--- config.mk ---
export PLATFORM = sky130hd
export DESIGN_NAME = fetch_unit
export DESIGN_NICKNAME = d
export VERILOG_FILES = /design/src/rtl/fetch_unit.sv
export SDC_FILE = /design/constraint.sdc
export NUM_CORES = 1
export LEC_CHECK = 0
export ABC_CLOCK_PERIOD_IN_PS = 2200
export CAP_MARGIN = 0
export CELL_PAD_IN_SITES_DETAIL_PLACEMENT = 2
export CELL_PAD_IN_SITES_GLOBAL_PLACEMENT = 2
export CORE_ASPECT_RATIO = 0.9
export CORE_MARGIN = 3
export CORE_UTILIZATION = 20
export DETAILED_ROUTE_END_ITERATION = 6
export PLACE_DENSITY = 0.84
export SKIP_LAST_GASP = 1
export SLEW_MARGIN = 5
export SYNTH_ARGS = -nofsm -noshare
export SYNTH_HDL_FRONTEND = slang
export SYNTH_SLANG_ARGS = --single-unit
export TNS_END_PERCENT = 30
--- constraint.sdc ---
create_clock -name clock -period 2.2 [get_ports clock]
set_clock_uncertainty 0.2 [all_clocks]
set_input_delay 0.33 -clock clock [delete_from_list [all_inputs] [get_ports clock]]
set_output_delay 0.33 -clock clock [all_outputs]
set_load 0.02 [all_outputs]
--- src/rtl/fetch_unit.sv ---
// PC / fetch sequencer in front of a 1-cycle registered, byte-addressed, big-endian instruction memory.
// Optional FETCH_PERF_CNT_EN adds saturating fetch_count / bubble_count outputs.
module fetch_unit #(
  parameter int unsigned       WIDTH     = 16,
  parameter int unsigned       ADDR_W    = 6,
  parameter logic [ADDR_W-1:0] RESET_PC  = '0,
  parameter logic [WIDTH-1:0]  HALT_WORD = '0
) (
  input  logic              clock,
  input  logic              reset,
  input  logic              run,
  input  logic              stall,
  input  logic              redirect_valid,
  input  logic [ADDR_W-1:0] redirect_addr,
  output logic [ADDR_W-1:0] imem_addr,
  output logic              imem_rd_en,
  input  logic [WIDTH-1:0]  imem_data,
  output logic [WIDTH-1:0]  instr,
  output logic [ADDR_W-1:0] instr_pc,
  output logic              instr_valid,
  output logic              halted
`ifdef FETCH_PERF_CNT_EN
  ,
  output logic [15:0]       fetch_count,
  output logic [15:0]       bubble_count
`endif
);

  typedef enum logic [1:0] {StIdle, StFetch, StHalt} state_e;

  state_e            state_q;
  logic [ADDR_W-1:0] pc_q;
  logic [ADDR_W-1:0] instr_pc_q;
  logic              pending_q;
  logic              halted_q;

  logic              in_fetch;
  logic              halt_hit;
  logic              consume;
  logic [ADDR_W-1:0] redirect_pc;
  logic              unused_redirect_lsb;

  always_comb begin
    in_fetch            = (state_q == StFetch);
    instr               = imem_data;
    imem_addr           = pc_q;
    instr_pc            = instr_pc_q;
    halted              = halted_q;
    instr_valid         = in_fetch && pending_q;
    consume             = instr_valid && !stall;
    halt_hit            = consume && (imem_data == HALT_WORD);
    imem_rd_en          = in_fetch && !stall && !redirect_valid && !halt_hit;
    redirect_pc         = {redirect_addr[ADDR_W-1:1], 1'b0};
    unused_redirect_lsb = redirect_addr[0];
  end

  always_ff @(posedge clock or negedge reset) begin
    if (!reset) begin
      state_q    <= StIdle;
      pc_q       <= RESET_PC;
      instr_pc_q <= '0;
      pending_q  <= 1'b0;
      halted_q   <= 1'b0;
    end else begin
      case (state_q)
        StIdle: begin
          if (run) state_q <= StFetch;
        end
        StFetch: begin
          // Priority: redirect > halt > stall > issue.
          if (redirect_valid) begin
            pc_q      <= redirect_pc;
            pending_q <= 1'b0;
          end else if (halt_hit) begin
            state_q   <= StHalt;
            pc_q      <= instr_pc_q;
            pending_q <= 1'b0;
            halted_q  <= 1'b1;
          end else if (!stall) begin
            instr_pc_q <= pc_q;
            pc_q       <= pc_q + ADDR_W'(2);
            pending_q  <= 1'b1;
          end
        end
        StHalt: begin
          if (redirect_valid) begin
            state_q  <= StFetch;
            pc_q     <= redirect_pc;
            halted_q <= 1'b0;
          end
        end
        default: state_q <= StIdle;
      endcase
    end
  end

`ifdef FETCH_PERF_CNT_EN
  logic [15:0] fetch_count_q;
  logic [15:0] bubble_count_q;

  always_ff @(posedge clock or negedge reset) begin
    if (!reset) begin
      fetch_count_q  <= '0;
      bubble_count_q <= '0;
    end else begin
      if (consume && fetch_count_q != 16'hFFFF) fetch_count_q <= fetch_count_q + 16'd1;
      if (in_fetch && !instr_valid && bubble_count_q != 16'hFFFF) begin
        bubble_count_q <= bubble_count_q + 16'd1;
      end
    end
  end

  assign fetch_count  = fetch_count_q;
  assign bubble_count = bubble_count_q;
`endif

endmodule

==> flow_summary.toml <==
[routing]
ant_nets = 0
wire_per_inst_microns = 16.9
finalWirelength_mm = 4.28
drtIter0Drc = 33
drc_errors = 0
routed_via_density = 4.68
via_count = 1183
firstDrtPassIters = 4

[logic_synthesis]
netlist_area_sq_um = 1170
async_reset_ff_frac = 1.00
synth-seq-area-share = 0.343
synthesis.nets = 152
ys.flop_type = "dfrtp_1"
synth-edff-count = 0
synth_cell_types = 39
ys_seq_elements = 16
syn_avg_cell_area_sq_um = 9.82
netlist_instances = 119
synth_warnings = 0

[finish]
syn2layout_area_growth_pct = 72.7
drive_above_1_share = 0.301
antenna_cells = 0
fin_cells = 253
n_fill_cell = 611
nets = 220

[floorplanning]
start_util = 0.215
die_x_microns = 86.6
core_area_sq_um = 5440
ios = 58
rows = 25
dieArea_sq_um = 6800
die_h_microns = 78.5

[timing]
tightest_slew_ns = 0.358
fin_crit_sh = 0.992
rsz0062_at_grt = "yes"
setup_ws_ns = 0.0177
drv_slew = 0
hold_viol_final = 0
final.min_clock_period_ns = 2.18
max_slew_margin = 0.761
setup_viol = 0
fmax_mhz = 458

[placed_design]
placed_cells = 248
dp_slack_ns = -0.516
io_buffers = 56
dp_hpwl_mm = 3.34
gp_congestion = 0.707

[power_and_ir_drop]
clock_power_share = 0.129
p_per_area_nw_per_um2 = 1030
leakagePower_nw = 0.902
seq_power_share = 0.269
p_switching_uw = 877
ir_drop_mv = 0.612
combPwrFrac = 0.602
switching_share = 0.421
p_int_mw = 1.20
finalPower_mw = 2.08

[setup_path]
r2r_cells = 6
r2r_end = "state_q[1]$_DFFE_PN0P_"
slowest_delay_ns = 0.52
cpLargestDelayFamily = "simple AND/OR/NAND/NOR gates"
critPathLaunchType = "primary input"
path_class = "in -> reg"
crit_fanout = 3
cp-startpoint = "imem_data[13]"
ff2ff_setup_slack_ns = 0.04
critical_path_arrival_ns = 2.12
crit_slowest_cell = "or4_4"
r2r-start = "state_q[1]$_DFFE_PN0P_"
crit_chain = "clkdlybuf4s50_1, or3_4, or4_4, a2bb2oi_2, mux2_4"
cp.buffers_inverters = 1
worstPathRequired_ns = 2.14
end_kind = "flip-flop"

[global_routing]
use_met3 = 0.0252
overflow = 0
grt_busiest_layer = "met2"
grt_max_degree = 17
grt_first_pass_wirelength_mm = 6.93
grt_pass1_vias = 1355
grt_usage = 0.129
grt_use_met2 = 0.226
gr-usage-met1 = 0.165
antenna_found_initial = 0

[clocking]
numCtsBuffers = 3
clkTransAtPathRegs_ns = 0.07
numClockSinks = 16
htree_levels = 1
clock_path_buffers = 2
clock_latency_ns = 0.25
cts_tree = "built"
cts-root-buf = "clkbuf_8"

[outcome]
outcome = "finished clean"

[min_path]
hp-class = "in -> async"

[job]
maxCapViolations = 0
==> worst max-delay path by stage <==
stage / endpoint / slack [ns] / cells after the start
CTS: imem_addr[1]$_DFFE_PN0P_ / -0.04 / 8
floorplan: state_q[1]$_DFFE_PN0P_ / 0.05 / 6
finish: state_q[1]$_DFFE_PN0P_ / 0.02 / 5
global route: state_q[1]$_DFFE_PN0P_ / -0.01 / 5
global placement: imem_rd_en / -0.49 / 7
detailed placement: imem_rd_en / -0.52 / 7
==> cell usage after synthesis (2+ instances only) <==
cell | instances | area (sq um)
clkbuf_1 | 3 | 11.3
a21oi_1 | 2 | 10.0
inv_1 | 5 | 18.8
o211ai_1 | 9 | 67.6
ha_1 | 6 | 75.1
a32oi_1 | 4 | 35.0
nand3_1 | 3 | 15.0
nor4_1 | 4 | 25.0
nor2b_1 | 2 | 12.5
nand2b_1 | 2 | 12.5
mux2_2 | 7 | 78.8
nor2_1 | 8 | 30.0
xnor2_1 | 2 | 17.5
buf_4 | 16 | 120
dfrtp_1 | 16 | 400
nand2_1 | 7 | 26.3
==> cell usage in the layout (no fill, tap or decap), types with 2 or more instances in the layout <==
| cell type | netlist | layout |
|---|---|---|
| nor2b_1 | 2 | 2 |
| clkbuf_8 | 0 | 4 |
| mux2_2 | 7 | 7 |
| a32oi_1 | 4 | 4 |
| nor2_1 | 8 | 8 |
| nand3_1 | 3 | 3 |
| inv_1 | 5 | 3 |
| ha_1 | 6 | 5 |
| nor4_2 | 0 | 2 |
| dfrtp_1 | 16 | 15 |
| dlygate4sd2_1 | 0 | 6 |
| clkdlybuf4s50_1 | 0 | 42 |
| o211ai_1 | 9 | 9 |
| a21oi_1 | 2 | 2 |
| buf_4 | 16 | 27 |
| inv_2 | 0 | 2 |
| dlymetal6s2s_1 | 0 | 7 |
| nand2_1 | 7 | 7 |
| xnor2_1 | 2 | 2 |
==> registers in the layout, indices dropped and copies added, names as in the netlist <==
register / count
imem_addr: 6
instr_pc: 6
state_q: 2
halted: 1
pending_q: 1
==> power by group through the flow <==
stage / clock (mW) / sequential (mW) / combinational (mW)
finish: 0.269 / 0.559 / 1.25
global route: 0.284 / 0.590 / 1.36
CTS: 0.277 / 0.557 / 1.23
detailed placement: 0 / 0.558 / 1.22
global placement: 0 / 0.556 / 1.17
floorplan: 0 / 0.631 / 0.587
==> what timing repair did <==
item,4_1_cts,5_1_grt
hold buffers,0,0
resized for setup,16,17
buffers inserted,0,2
pin swaps,4,9
endpoints found under the setup margin,13,16
==> layer usage <==
layer | vias to the layer above | wire (microns)
met3 | 0 | 190
met4 | 0 | 0
met5 | - | 0
met1 | 593 | 1870
li1 | 559 | -
met2 | 31 | 2220
==> through the flow <==
stage	hold WS, ns	utilization	instance area (sq um)	TNS [ns]
after global routing	0.223	0.371	2020	-0.00989
after CTS	0.211	0.358	1950	-0.100
final	0.200	0.371	2020	0
after detailed placement	0.323	0.343	1870	-3.76
after floorplan	-0.166	-	1170	0
after global placement	0.318	0.343	1870	-3.32
==> final cells by class <==
type	count	area, sq um	area share
clock buffer	4	55.1	0.0273
multi-input combinational	79	696	0.345
timing repair buffer	82	763	0.378
sequential	16	402	0.199
inverter	5	18.8	0.00930
tap	67	83.8	0.0415
==> kinds of logic after synthesis <==
| family | share of synthesized area |
|---|---|
| and+or+nand+nor | 0.191 |
| AOI/OAI and AO/OA | 0.163 |
| buffers and inverters | 0.128 |
| DFF | 0.343 |
| muxes | 0.0889 |
| adders and majority gates | 0.0642 |
| xor gates and xnor gates | 0.0225 |
No activity file was read; power rests on OpenSTA's default activity.
